## src/rtl/fp_addsub_pipe.sv

```systemverilog
// Three-stage elastic floating-point adder/subtractor (align, add/sub, normalise/round/pack).
// Denormals flush to zero, rounding is round-to-nearest-even, and the tag rides with its operation.
module fp_addsub_pipe #(
  parameter int EXP_W = 8,
  parameter int MAN_W = 15,
  parameter int TAG_W = 4
) (
  input  logic                 clk_i,
  input  logic                 rst_ni,
  input  logic                 valid_i,
  output logic                 ready_o,
  input  logic [EXP_W+MAN_W:0] a_i,
  input  logic [EXP_W+MAN_W:0] b_i,
  input  logic                 sub_i,
  input  logic [TAG_W-1:0]     tag_i,
  output logic                 valid_o,
  input  logic                 ready_i,
  output logic [EXP_W+MAN_W:0] result_o,
  output logic [TAG_W-1:0]     tag_o,
  output logic [3:0]           flags_o
);
  localparam int FW  = 1 + EXP_W + MAN_W;
  localparam int W   = MAN_W + 4;   // hidden, mantissa, guard, round, sticky
  localparam int SW  = EXP_W + 2;   // exponent workspace; MSB set means negative
  localparam int LZW = $clog2(W + 1);
  localparam logic [EXP_W-1:0] EXP_MAX = {EXP_W{1'b1}};
  localparam logic [FW-1:0]    QNAN    = {1'b0, EXP_MAX, 1'b1, {(MAN_W-1){1'b0}}};

  function automatic logic [LZW-1:0] lzc(input logic [W-1:0] v);
    lzc = LZW'(W);
    for (int i = 0; i < W; i++) begin
      if (v[i]) lzc = LZW'(W - 1 - i);
    end
  endfunction

  // Handshake chain: a stage may load when it is empty or its content leaves this cycle.
  logic v1_q, v2_q, v3_q;
  logic free1, free2, free3;
  assign free3   = !v3_q || ready_i;
  assign free2   = !v2_q || free3;
  assign free1   = !v1_q || free2;
  assign ready_o = free1;
  assign valid_o = v3_q;

  // S1 operand decode
  logic             sign_a, sign_b;
  logic [EXP_W-1:0] exp_a, exp_b;
  logic [MAN_W-1:0] man_a, man_b;
  logic             zero_a, zero_b, inf_a, inf_b, nan_a, nan_b, a_big;
  logic [W-1:0]     ext_a, ext_b, ext_small;
  logic [EXP_W-1:0] exp_small, exp_diff, shamt;
  logic [2*W-1:0]   shift_wide;

  assign sign_a = a_i[FW-1];
  assign sign_b = b_i[FW-1] ^ sub_i;
  assign exp_a  = a_i[FW-2:MAN_W];
  assign exp_b  = b_i[FW-2:MAN_W];
  assign man_a  = a_i[MAN_W-1:0];
  assign man_b  = b_i[MAN_W-1:0];
  assign zero_a = (exp_a == {EXP_W{1'b0}});
  assign zero_b = (exp_b == {EXP_W{1'b0}});
  assign inf_a  = (exp_a == EXP_MAX) && (man_a == {MAN_W{1'b0}});
  assign inf_b  = (exp_b == EXP_MAX) && (man_b == {MAN_W{1'b0}});
  assign nan_a  = (exp_a == EXP_MAX) && (man_a != {MAN_W{1'b0}});
  assign nan_b  = (exp_b == EXP_MAX) && (man_b != {MAN_W{1'b0}});
  assign ext_a  = zero_a ? {W{1'b0}} : {1'b1, man_a, 3'b000};
  assign ext_b  = zero_b ? {W{1'b0}} : {1'b1, man_b, 3'b000};
  assign a_big  = {exp_a, ext_a} >= {exp_b, ext_b};

  logic             s1_sign_d, s1_sub_d, s1_spec_d, s1_inv_d;
  logic [EXP_W-1:0] s1_exp_d;
  logic [W-1:0]     s1_big_d, s1_small_d;
  logic [FW-1:0]    s1_spec_res_d;
  logic             s1_sign_q, s1_sub_q, s1_spec_q, s1_inv_q;
  logic [EXP_W-1:0] s1_exp_q;
  logic [W-1:0]     s1_big_q, s1_small_q;
  logic [FW-1:0]    s1_spec_res_q;
  logic [TAG_W-1:0] s1_tag_q;

  // S1: order by magnitude, align the smaller operand with sticky, resolve special operands
  always_comb begin
    s1_sign_d  = a_big ? sign_a : sign_b;
    s1_exp_d   = a_big ? exp_a : exp_b;
    s1_big_d   = a_big ? ext_a : ext_b;
    ext_small  = a_big ? ext_b : ext_a;
    exp_small  = a_big ? exp_b : exp_a;
    exp_diff   = s1_exp_d - exp_small;
    shamt      = (exp_diff > EXP_W'(W - 1)) ? EXP_W'(W - 1) : exp_diff;
    shift_wide = {ext_small, {W{1'b0}}} >> shamt;
    s1_small_d = {shift_wide[2*W-1:W+1], shift_wide[W] | (|shift_wide[W-1:0])};
    s1_sub_d   = sign_a ^ sign_b;
    s1_spec_d     = 1'b1;
    s1_inv_d      = 1'b0;
    s1_spec_res_d = QNAN;
    if (nan_a || nan_b) begin
      s1_inv_d = (nan_a && !man_a[MAN_W-1]) || (nan_b && !man_b[MAN_W-1]);
    end else if (inf_a && inf_b && s1_sub_d) begin
      s1_inv_d = 1'b1;
    end else if (inf_a) begin
      s1_spec_res_d = {sign_a, EXP_MAX, {MAN_W{1'b0}}};
    end else if (inf_b) begin
      s1_spec_res_d = {sign_b, EXP_MAX, {MAN_W{1'b0}}};
    end else if (zero_a && zero_b) begin
      s1_spec_res_d = {sign_a & sign_b, {(FW-1){1'b0}}};
    end else begin
      s1_spec_d     = 1'b0;
      s1_spec_res_d = {FW{1'b0}};
    end
  end

  // S1 register
  always_ff @(posedge clk_i or negedge rst_ni) begin
    if (!rst_ni) begin
      v1_q          <= 1'b0;
      s1_sign_q     <= 1'b0;
      s1_sub_q      <= 1'b0;
      s1_spec_q     <= 1'b0;
      s1_inv_q      <= 1'b0;
      s1_exp_q      <= {EXP_W{1'b0}};
      s1_big_q      <= {W{1'b0}};
      s1_small_q    <= {W{1'b0}};
      s1_spec_res_q <= {FW{1'b0}};
      s1_tag_q      <= {TAG_W{1'b0}};
    end else if (free1) begin
      v1_q <= valid_i;
      if (valid_i) begin
        s1_sign_q     <= s1_sign_d;
        s1_sub_q      <= s1_sub_d;
        s1_spec_q     <= s1_spec_d;
        s1_inv_q      <= s1_inv_d;
        s1_exp_q      <= s1_exp_d;
        s1_big_q      <= s1_big_d;
        s1_small_q    <= s1_small_d;
        s1_spec_res_q <= s1_spec_res_d;
        s1_tag_q      <= tag_i;
      end
    end
  end

  // S2: magnitude add or subtract; big >= small so the difference never goes negative
  logic [W:0]       s2_sum_d, s2_sum_q;
  logic             s2_sign_q, s2_spec_q, s2_inv_q;
  logic [EXP_W-1:0] s2_exp_q;
  logic [FW-1:0]    s2_spec_res_q;
  logic [TAG_W-1:0] s2_tag_q;

  assign s2_sum_d = s1_sub_q ? ({1'b0, s1_big_q} - {1'b0, s1_small_q})
                             : ({1'b0, s1_big_q} + {1'b0, s1_small_q});

  // S2 register
  always_ff @(posedge clk_i or negedge rst_ni) begin
    if (!rst_ni) begin
      v2_q          <= 1'b0;
      s2_sum_q      <= {(W+1){1'b0}};
      s2_sign_q     <= 1'b0;
      s2_spec_q     <= 1'b0;
      s2_inv_q      <= 1'b0;
      s2_exp_q      <= {EXP_W{1'b0}};
      s2_spec_res_q <= {FW{1'b0}};
      s2_tag_q      <= {TAG_W{1'b0}};
    end else if (free2) begin
      v2_q <= v1_q;
      if (v1_q) begin
        s2_sum_q      <= s2_sum_d;
        s2_sign_q     <= s1_sign_q;
        s2_spec_q     <= s1_spec_q;
        s2_inv_q      <= s1_inv_q;
        s2_exp_q      <= s1_exp_q;
        s2_spec_res_q <= s1_spec_res_q;
        s2_tag_q      <= s1_tag_q;
      end
    end
  end

  // S3 datapath
  logic [LZW-1:0]   lz;
  logic [W-1:0]     norm;
  logic [SW-1:0]    nexp, fexp;
  logic             round_up, inexact;
  logic [MAN_W+1:0] rnd;
  logic [MAN_W-1:0] fman;
  logic [FW-1:0]    res_d, res_q;
  logic [3:0]       flags_d, flags_q;
  logic [TAG_W-1:0] tag_q;

  // S3: normalise, round to nearest even, then pick special/zero/underflow/overflow/normal result
  always_comb begin
    lz = lzc(s2_sum_q[W-1:0]);
    if (s2_sum_q[W]) begin
      norm = {s2_sum_q[W:2], s2_sum_q[1] | s2_sum_q[0]};
      nexp = {2'b00, s2_exp_q} + {{(SW-1){1'b0}}, 1'b1};
    end else begin
      norm = s2_sum_q[W-1:0] << lz;
      nexp = {2'b00, s2_exp_q} - {{(SW-LZW){1'b0}}, lz};
    end
    round_up = norm[2] & (norm[1] | norm[0] | norm[3]);
    inexact  = |norm[2:0];
    rnd      = {1'b0, norm[W-1:3]} + {{(MAN_W+1){1'b0}}, round_up};
    if (rnd[MAN_W+1]) begin
      fexp = nexp + {{(SW-1){1'b0}}, 1'b1};
      fman = rnd[MAN_W:1];
    end else begin
      fexp = nexp;
      fman = rnd[MAN_W-1:0];
    end
    if (s2_spec_q) begin
      res_d   = s2_spec_res_q;
      flags_d = {s2_inv_q, 3'b000};
    end else if (s2_sum_q == {(W+1){1'b0}}) begin
      res_d   = {FW{1'b0}};
      flags_d = 4'b0000;
    end else if (nexp[SW-1] || (nexp == {SW{1'b0}})) begin
      res_d   = {s2_sign_q, {(FW-1){1'b0}}};
      flags_d = 4'b0011;
    end else if (fexp >= {2'b00, EXP_MAX}) begin
      res_d   = {s2_sign_q, EXP_MAX, {MAN_W{1'b0}}};
      flags_d = 4'b0101;
    end else begin
      res_d   = {s2_sign_q, fexp[EXP_W-1:0], fman};
      flags_d = {3'b000, inexact};
    end
  end

  // S3 register drives the outputs directly and holds them while downstream stalls
  always_ff @(posedge clk_i or negedge rst_ni) begin
    if (!rst_ni) begin
      v3_q    <= 1'b0;
      res_q   <= {FW{1'b0}};
      flags_q <= 4'b0000;
      tag_q   <= {TAG_W{1'b0}};
    end else if (free3) begin
      v3_q <= v2_q;
      if (v2_q) begin
        res_q   <= res_d;
        flags_q <= flags_d;
        tag_q   <= s2_tag_q;
      end
    end
  end

  assign result_o = res_q;
  assign flags_o  = flags_q;
  assign tag_o    = tag_q;
endmodule

```

## config.mk

```make
export PLATFORM = sky130hd
export DESIGN_NAME = fp_addsub_pipe
export DESIGN_NICKNAME = d
export VERILOG_FILES = /design/src/rtl/fp_addsub_pipe.sv
export SDC_FILE = /design/constraint.sdc
export NUM_CORES = 1
export LEC_CHECK = 0
export CORE_ASPECT_RATIO = 0.9
export CORE_MARGIN = 2
export CORE_UTILIZATION = 65
export DETAILED_ROUTE_END_ITERATION = 8
export MAX_ROUTING_LAYER = met4
export PLACE_DENSITY = 0.9
export SLEW_MARGIN = 0
export SYNTH_ARGS = -nofsm -noshare
export SYNTH_HDL_FRONTEND = slang
export SYNTH_SLANG_ARGS = --single-unit
export TNS_END_PERCENT = 20
```

## constraint.sdc

```tcl
create_clock -name clk_i -period 13.7 [get_ports clk_i]
set_clock_uncertainty 0.05 [all_clocks]
set_input_delay 1.37 -clock clk_i [delete_from_list [all_inputs] [get_ports clk_i]]
set_output_delay 1.37 -clock clk_i [all_outputs]
set_load 0.02 [all_outputs]
```

After elaboration in Yosys (flattened, before gate mapping)
Cells that the tools add are included.
- output and inout port bits: 34
- word-level logic and storage cells: 129
- input port bits: 57
- register bits: 172
- add/subtract/negate cells: 7
- eq/ne operators: 2
- bitwise logic cells: 8
- reduce and logical (&&, ||, !) cells: 33
- order comparisons: 3
- muxes and demuxes: 52
- shifts and indexed selects: 2
- operators by type and width (kind ; number):
    24-bit two-way mux ; 7
    19-bit two-way mux ; 5
    5-bit two-way mux ; 18
    23-bit two-way mux ; 2
    38-bit by 8-bit >> shifter with 38-bit output ; 1
    15-bit logical NOT ; 2
    15-bit nonzero test ; 2
    27-bit greater-or-equal comparator ; 1
    8-bit two-way mux ; 3
    19-bit by 19-bit adder with 20-bit output ; 1
    20-bit logical NOT ; 1
    10-bit two-way mux ; 2
    20-bit two-way mux ; 1
    19-bit by 19-bit subtractor with 20-bit output ; 1
    19-bit OR reduction ; 1
    19-bit by 5-bit left shift with 19-bit output ; 1
    16-bit by 1-bit adder with 17-bit output ; 1
    8-bit == test (second input constant) ; 2
    8-bit logical NOT ; 2
    15-bit two-way mux ; 1
    10-bit by 1-bit adder with 10-bit output (second input constant) ; 1
    10-bit by 8-bit greater-or-equal comparator with 1-bit output (second input constant) ; 1
    10-bit logical NOT ; 1
    8-bit by 1-bit adder with 9-bit output (second input constant) ; 1
    other kinds (14) ; 48

Depth between registers and ports, before layout
Gate-level depths: netlist (run 1).
- depth after elaboration: 31
- mapped depth: 32

Least setup slack after synthesis (run 1)
OpenSTA, ideal clock, no wires.
- kind: input to register
- from: input b_i[15]
- to: register s1_small_q[0]
- path slack: 5.713 ns
- stages: 30
- setup time: 0.142 ns
- data arrival time: 7.795 ns
- buffers on the path: 5
- cells stage by stage: nor4_1 nand2_1 clkbuf_1 nand2_1 inv_1 ha_1 nand2b_1 a2111o_1 a311oi_2 a21oi_1 nor2_2 clkbuf_1 clkbuf_1 clkbuf_1 a21oi_1 ha_1 a31o_2 a31o_4 a221o_1 a2bb2oi_1 a31o_1 o21bai_4 buf_6 a2bb2oi_2 nor2_1 a221o_1 mux2_2 or4_1 nor4_1 o221ai_1
- word-level cells in the longest chain between the ends: 10
- RTL lines (element ; RTL line ; text):
    start, declared ; 13 ; input logic [EXP_W+MAN_W:0] b_i,
    8-bit logical NOT ; 61 ; assign zero_b = (exp_b == {EXP_W{1'b0}});
    19-bit two-way mux ; 67 ; assign ext_b = zero_b ? {W{1'b0}} : {1'b1, man_b, 3'b000};
    27-bit greater-or-equal comparator ; 68 ; assign a_big = {exp_a, ext_a} >= {exp_b, ext_b};
    8-bit two-way mux, on equally long branches ; 83, 86 ;
    8-bit subtractor ; 87 ; exp_diff = s1_exp_d - exp_small;
    8-bit by 5-bit > comparator with 1-bit output ; 88 ; shamt = (exp_diff > EXP_W'(W - 1)) ? EXP_W'(W - 1) : exp_diff;
    8-bit two-way mux ; 88 ;
    38-bit by 8-bit >> shifter with 38-bit output * ; 89 ; shift_wide = {ext_small, {W{1'b0}}} >> shamt;
    19-bit OR reduction ; 90 ; s1_small_d = {shift_wide[2*W-1:W+1], shift_wide[W] | (|shift_wide[W-1:0])};
    1-bit bitwise OR * ; 90 ;
    end signal, assigned ; 121 ; s1_small_q <= {W{1'b0}};
    end signal, assigned ; 133 ; s1_small_q <= s1_small_d;
    end, declared ; 76 ; logic [W-1:0] s1_big_q, s1_small_q;
Every way passes the cells marked *; elsewhere a longest branch is shown, timed or not.
A chain may end at the register's enable or synchronous reset.

Final worst setup path (run 1)
- from: input a_i[19]
- to: register s1_small_q[0]
- word-level cells in the longest chain between the ends: 10
- RTL lines (element ; RTL line ; text):
    start, declared ; 12 ; input logic [EXP_W+MAN_W:0] a_i,
    8-bit logical NOT ; 60 ; assign zero_a = (exp_a == {EXP_W{1'b0}});
    19-bit two-way mux ; 66 ; assign ext_a = zero_a ? {W{1'b0}} : {1'b1, man_a, 3'b000};
    27-bit greater-or-equal comparator ; 68 ;
    8-bit two-way mux, on equally long branches ; 83, 86 ;
    8-bit subtractor ; 87 ;
    8-bit by 5-bit > comparator with 1-bit output ; 88 ;
    8-bit two-way mux ; 88 ;
    38-bit by 8-bit >> shifter with 38-bit output * ; 89 ;
    19-bit OR reduction ; 90 ;
    1-bit bitwise OR * ; 90 ;
Marked as above.

==> results.toml, run 1 <==
[sta]
rsz0062_at_grt = "no"
finalMaxSlewViolations = 0
period_share_pct = 64.8
setup_violations = 0
hold_viol_final = 0
relSlewSlack_pct = 15.6
max_freq_mhz = 113
min_period_ns = 8.87
worst_pin_slew_ns = 1.25
finalSetupTns_ns = 0

[final_layout]
diodes = 0
area_delta_synth_final_pct = 14.0
fillers = 1251
layout.nets = 1587
final_layout_size_suffix_gt1_share_pct = 7.12

[grt]
antenna_found_initial = 0
grt.overflow.total = 0
grt_pass1_vias = 10703
groute.usage.overall_pct = 40.2
grt_first_pass_wirelength_um = 55500
grt_max_degree = 70

[floorplan]
rows = 45
io_pins = 91
die_height_um = 127
fp.dieW_um = 141
fp.dieArea_um2 = 17900
core_um2 = 16700
initial_core_util_pct = 65.6

[yosys]
synth-xor-area-share_pct = 4.55
async_flop_share_pct = 100
synth_flop_cell = "dfrtp_1"
synthAdderAreaFrac_pct = 6.32
synth_nets = 1540
synth-seq-cells = 127
synth_edf_count = 0
yosys.cell_types.count = 87
synth-compound-area-share_pct = 24.9
yosys.area_share.simple_pct = 24.5
syn_area_um2 = 11000
ys_warn_count = 0
postSynthAreaPerCell_um2 = 7.68
synth_top_family_by_area = "compound AO/OA/AOI/OAI gates"
synth-seq-area-share_pct = 29.0
netlist_instances = 1429
synth_mux_area_share_pct = 6.38

[route]
drt_first_pass_iters = 6
drt-initial-drc-count = 1339
routed_wl_um = 34700
wl_per_cell_um = 20.4
via_count = 11349
drc = 0
via_per_inst = 6.68
ant_nets = 0

[clock_tree]
worstSkewPairLatency_ns = 0.44
cts_tree = "built"
cts_buffers = 17
cts_resized = 0
root_buffer = "clkbuf_16"
cts_setup_buffers = 0
cts_hold_buf = 0
cts_htree_levels = 4
clk_pin_slew_ns = 0.07
cts.sinks = 127
cts_buffer_depth = 2

[setup_path]
crit_required_ns = 13.94
startpoint_type = "primary input"
crit_chain = "clkdlybuf4s50_1 > nor4_1 > nand2_1 > and2_1 > ha_1 > nand4_1 > nor3_1 > a311oi_2 > a21o_1 > a211oi_1 > a21oi_1 > ha_1 > inv_1 > nor2_1 > nor3_1 > o21ai_2 > o21bai_4 > nor2_2 > and3_1 > a221oi_1 > mux2i_1 > or4_1 > nor4_1 > o221ai_1"
criticalPathCategory = "primary input to register"
cp_slowest_cell = "ha_1"
crit_path_end_kind = "register"
crit_path_max_incr_delay_ns = 0.83
cp_data_arrival_time_ns = 9.11
crit_fanout = 36

[pwr]
power.total_w = 0.00254
p_leak_nw = 5.33
power_density_nw_per_um2 = 203
ir_drop_uv = 105

[placement]
place_hpwl_um = 25800
gp_congestion = 1.02
port_buffers = 90

[min_path]
hp-class = "register to register"

[job]
max-cap-violations = 0

[run_status]
status = "completed"
==> critical path, delay by kind of cell <==
kind / cells / cell delay, ns
and+or+nand+nor: 11 / 3.35
AOI/OAI and AO/OA: 8 / 2.13
adders and majority gates: 2 / 1.16
buffers and inverters: 2 / 0.91
muxes: 1 / 0.15
==> placed cells by master (no fill, tap or decap), types with 20 or more instances in the layout <==
cell type        instances
nand2_1                248
nor2_1                 132
o21ai_0                128
dfrtp_1                127
clkdlybuf4s50_1         89
a21oi_1                 83
ha_1                    53
inv_1                   45
xnor2_1                 39
nand3_1                 35
mux2i_1                 35
nor3_1                  32
mux2_2                  29
and2_1                  24
nand2b_1                21
a31oi_1                 20
==> report_power, final <==
| group | leakage [nW] | switching, W | internal [W] | total (W) |
|---|---|---|---|---|
| Combinational | 3.47 | 0.000885 | 0.000580 | 0.00147 |
| Sequential | 1.58 | 0.000146 | 0.000472 | 0.000618 |
| Clock | 0.283 | 0.000209 | 0.000244 | 0.000452 |
==> state kept, by name, indices dropped and copies added (netlist names), 3 cells and up <==
register	count
s2_tag_q	4
s2_sum_q	20
s1_big_q	16
s1_spec_res_q	3
s1_small_q	19
result_o	24
s2_exp_q	8
s1_tag_q	4
s2_spec_res_q	3
tag_o	4
flags_o	4
s1_exp_q	8
==> final timing paths <==
check	slack (ns)	start	endpoint	depth (start not counted)
min reg2reg	0.42	s2_tag_q[1]	tag_o[1]	2
min	0.42	s2_tag_q[1]	tag_o[1]	2
min in group asynchronous	0.91	rst_ni	result_o[5]	1
max	4.83	a_i[19]	s1_small_q[0]	24
max reg2reg	7.07	s2_sum_q[12]	result_o[13]	21
max in group asynchronous	11.32	rst_ni	s1_big_q[14]	2
==> layer usage <==
| layer | global-route usage (%) | routed length, µm |
|---|---|---|
| met1 | 49.5 | 14000 |
| met2 | 64.0 | 16200 |
| met3 | 8.10 | 3140 |
| met4 | 18.8 | 1460 |
| met5 | - | 0 |
==> cell families (layout without fill, tap and decap cells) <==
group / count (synthesis) / count (layout)
buffers and inverters: 121 / 181
AO/OA/AOI/OAI: 414 / 414
AND/OR/NAND/NOR: 590 / 590
adder cells (fa/ha/maj): 55 / 55
flip-flops: 127 / 127
multiplexers: 65 / 65
XOR/XNOR: 57 / 57
==> metrics by stage <==
| stage | setup WS (ns) | hold WS, ns | area, µm² | util [%] | instances |
|---|---|---|---|---|---|
| global route | 4.34 | 0.442 | 12500 | 74.8 | 1700 |
| CTS | 5.05 | 0.425 | 12500 | 74.8 | 1700 |
| detailed placement | 4.62 | 0.409 | 11900 | 71.3 | 1668 |
| global placement | 4.78 | 0.398 | 11900 | 71.3 | 1668 |
| finish | 4.83 | 0.419 | 12500 | 74.8 | 1700 |
| floorplan | 5.71 | 0.383 | 11000 | - | 1429 |
==> cell type report <==
cell class	instances	area, µm²	share of cell area, %
clock inverter	15	164	1.31
clock buffer	17	425	3.40
tap	211	264	2.11
multi-input combinational	1181	7310	58.5
sequential	127	3180	25.4
timing repair buffer	102	988	7.90
inverter	47	176	1.41
==> synth_stat cells (all sizes together), types with 9 or more instances <==
| master | n | area [µm²] |
|---|---|---|
| a211oi | 11 | 87.6 |
| a21boi | 10 | 75.1 |
| a21oi | 84 | 424 |
| a22oi | 9 | 67.6 |
| a31oi | 20 | 125 |
| and2 | 25 | 156 |
| and3 | 10 | 62.6 |
| buf | 10 | 63.8 |
| clkbuf | 64 | 240 |
| dfrtp | 127 | 3180 |
| ha | 53 | 663 |
| inv | 46 | 173 |
| mux2 | 29 | 327 |
| mux2i | 35 | 350 |
| nand2 | 251 | 947 |
| nand2b | 21 | 131 |
| nand3 | 35 | 175 |
| nand4 | 13 | 81.3 |
| nor2 | 135 | 514 |
| nor2b | 14 | 87.6 |
| nor3 | 33 | 170 |
| nor4 | 17 | 106 |
| o211ai | 11 | 82.6 |
| o21a | 19 | 143 |
| o21ai | 133 | 669 |
| o22ai | 11 | 68.8 |
| o31ai | 20 | 155 |
| or3 | 13 | 81.3 |
| xnor2 | 39 | 342 |
| xor2 | 18 | 158 |
No activity file was read; power rests on OpenSTA's default activity.
==> run 2: changes to the inputs <==
--- a/config.mk
+++ b/config.mk
@@ -7,10 +7,10 @@
 export LEC_CHECK = 0
 export CORE_ASPECT_RATIO = 0.9
 export CORE_MARGIN = 2
-export CORE_UTILIZATION = 65
+export CORE_UTILIZATION = 60
 export DETAILED_ROUTE_END_ITERATION = 8
 export MAX_ROUTING_LAYER = met4
-export PLACE_DENSITY = 0.9
+export PLACE_DENSITY = 0.84
 export SLEW_MARGIN = 0
 export SYNTH_ARGS = -nofsm -noshare
 export SYNTH_HDL_FRONTEND = slang
==> constraint.sdc (replaced) <==
create_clock -name clk_i -period 9 [get_ports clk_i]
set_clock_uncertainty 0.05 [all_clocks]
set_input_delay 0.9 -clock clk_i [delete_from_list [all_inputs] [get_ports clk_i]]
set_output_delay 0.9 -clock clk_i [all_outputs]
set_load 0.02 [all_outputs]
==> results.toml, run 2 (synthesis gave the netlist of run 1 again) <==
[setup_path]
criticalPathCategory = "primary input to register"
crit_path_end_kind = "register"
startpoint_type = "primary input"
cp_data_arrival_time_ns = 8.00
crit_required_ns = 9.23
r2r_slack_ns = 2.14
crit_fanout = 27

[grt]
grt_first_pass_wirelength_um = 55200
antenna_found_initial = 0
grt.overflow.total = 0
grt_pass1_vias = 10505
groute.usage.overall_pct = 36.6
grt_max_degree = 71

[run_status]
status = "completed"

[sta]
max_freq_mhz = 129
hold_ws_ns = 0.421
hold_viol_final = 0
min_period_ns = 7.78
worst_pin_slew_ns = 1.01
period_share_pct = 86.4
setup_violations = 0
rsz0062_at_grt = "no"
finalSetupTns_ns = 0
finalMaxSlewViolations = 0
relSlewSlack_pct = 32.3

[clock_tree]
worstSkewPairLatency_ns = 0.43
cts_buffer_depth = 2
cts_htree_levels = 4
cts_hold_buf = 0
cts_setup_buffers = 0
root_buffer = "clkbuf_16"
cts_tree = "built"
cts_buffers = 17
cts.sinks = 127
cts_resized = 0
clk_pin_slew_ns = 0.06

[final_layout]
fillers = 1466
fin_cells = 1735
area_delta_synth_final_pct = 14.8
largest_register_ff_count = 24
layout_commonest_cell = "nand2_1"
finish.utilization_pct = 70.8
diodes = 0
multi_input_area_um2 = 7310
seqCellArea_um2 = 3180
final_layout_size_suffix_gt1_share_pct = 7.49
layout.nets = 1593
layout_common_cells = "nand2_1 (248), nor2_1 (132), o21ai_0 (128)"

[pwr]
clkPwrFrac_pct = 18.0
ir_drop_uv = 164
p_leak_nw = 5.36
p_int_w = 0.00198
swShare_pct = 48.4
power_density_nw_per_um2 = 305
netSwitchingPower_w = 0.00186
power_frac_seq_pct = 24.3
p_comb_share_pct = 57.7

[route]
routed_wl_um = 34100
wl_per_cell_um = 19.7
via_count = 11238
drt-initial-drc-count = 1260
drt_first_pass_iters = 6
ant_nets = 0
via_per_inst = 6.48
drc = 0

[floorplan]
fp.dieArea_um2 = 19400
core_um2 = 17800
fp.dieW_um = 147
die_height_um = 132
rows = 46
io_pins = 91
initial_core_util_pct = 61.7

[placement]
dp.cells = 1703
port_buffers = 90
place_hpwl_um = 25600
gp_congestion = 1.00

[job]
max-cap-violations = 0

[min_path]
hp-class = "register to register"
run 2: final timing paths:
kind | endpoint | start | cells after the start
max | s1_small_q[0] | a_i[16] | 25
min | flags_o[3] | flags_o[3] | 2
max reg2reg | result_o[9] | s2_sum_q[18] | 18
min reg2reg | flags_o[3] | flags_o[3] | 2
max in group asynchronous | s1_big_q[7] | rst_ni | 2
min in group asynchronous | result_o[8] | rst_ni | 1
run 2: through the flow:
step,worst slack (ns),power (W),cell area [µm²]
after floorplan,1.48,0.00243,11000
after global placement,0.974,0.00304,12000
after detailed placement,0.887,0.00306,12000
after CTS,1.30,0.00377,12600
after global routing,0.717,0.00408,12600
final,1.22,0.00384,12600
run 2: layer usage:
layer | track usage, % | up-vias | share of wire, %
li1 | - | 5255 | -
met1 | 47.0 | 5321 | 42
met4 | 12.2 | 0 | 3.0
met3 | 8.55 | 86 | 9.1
met5 | - | - | 0
met2 | 57.3 | 576 | 46
run 2: worst max-delay path, cell delays in order:
cell	delay [ns]
clkdlybuf4s50_1	0.58
nor4_1	0.37
nand2_1	0.37
and2_1	0.33
ha_1	0.31
nand4_1	0.13
nor3_1	0.26
a311oi_2	0.14
a21o_1	0.31
a211oi_1	0.40
a21oi_1	0.09
ha_1	0.20
a31o_2	0.22
a31o_4	0.23
a221o_1	0.38
a2bb2oi_1	0.16
a31o_1	0.28
o21bai_4	0.52
o21a_1	0.22
o21ai_1	0.07
a221o_1	0.39
mux2_2	0.28
or4_1	0.47
nor4_1	0.24
o221ai_1	0.14
run 2: layout make-up:
class                      count  area share (%)
clock buffer                  17            3.38
clock inverter                15            1.31
inverter                      47            1.40
multi-input combinational   1181            58.1
sequential                   127            25.2
tap                          240            2.38
timing repair buffer         108            8.21
run 2: power by group through the flow:
stage / clock network [W] / registers, W / logic [W]
2_1_floorplan: 0 / 0.000888 / 0.00154
3_3_place_gp: 0 / 0.000929 / 0.00211
3_5_place_dp: 0 / 0.000934 / 0.00212
4_1_cts: 0.000689 / 0.000924 / 0.00216
5_1_grt: 0.000718 / 0.000950 / 0.00241
6_report: 0.000690 / 0.000933 / 0.00221
==> run 3: changes to the inputs <==
--- a/config.mk
+++ b/config.mk
@@ -5,6 +5,7 @@
 export SDC_FILE = /design/constraint.sdc
 export NUM_CORES = 1
 export LEC_CHECK = 0
+export CAP_MARGIN = 20
 export CORE_ASPECT_RATIO = 0.9
 export CORE_MARGIN = 2
 export CORE_UTILIZATION = 60
==> results of run 3 <==
No change in the layout: final DEF, timing and power equal those of run 2.
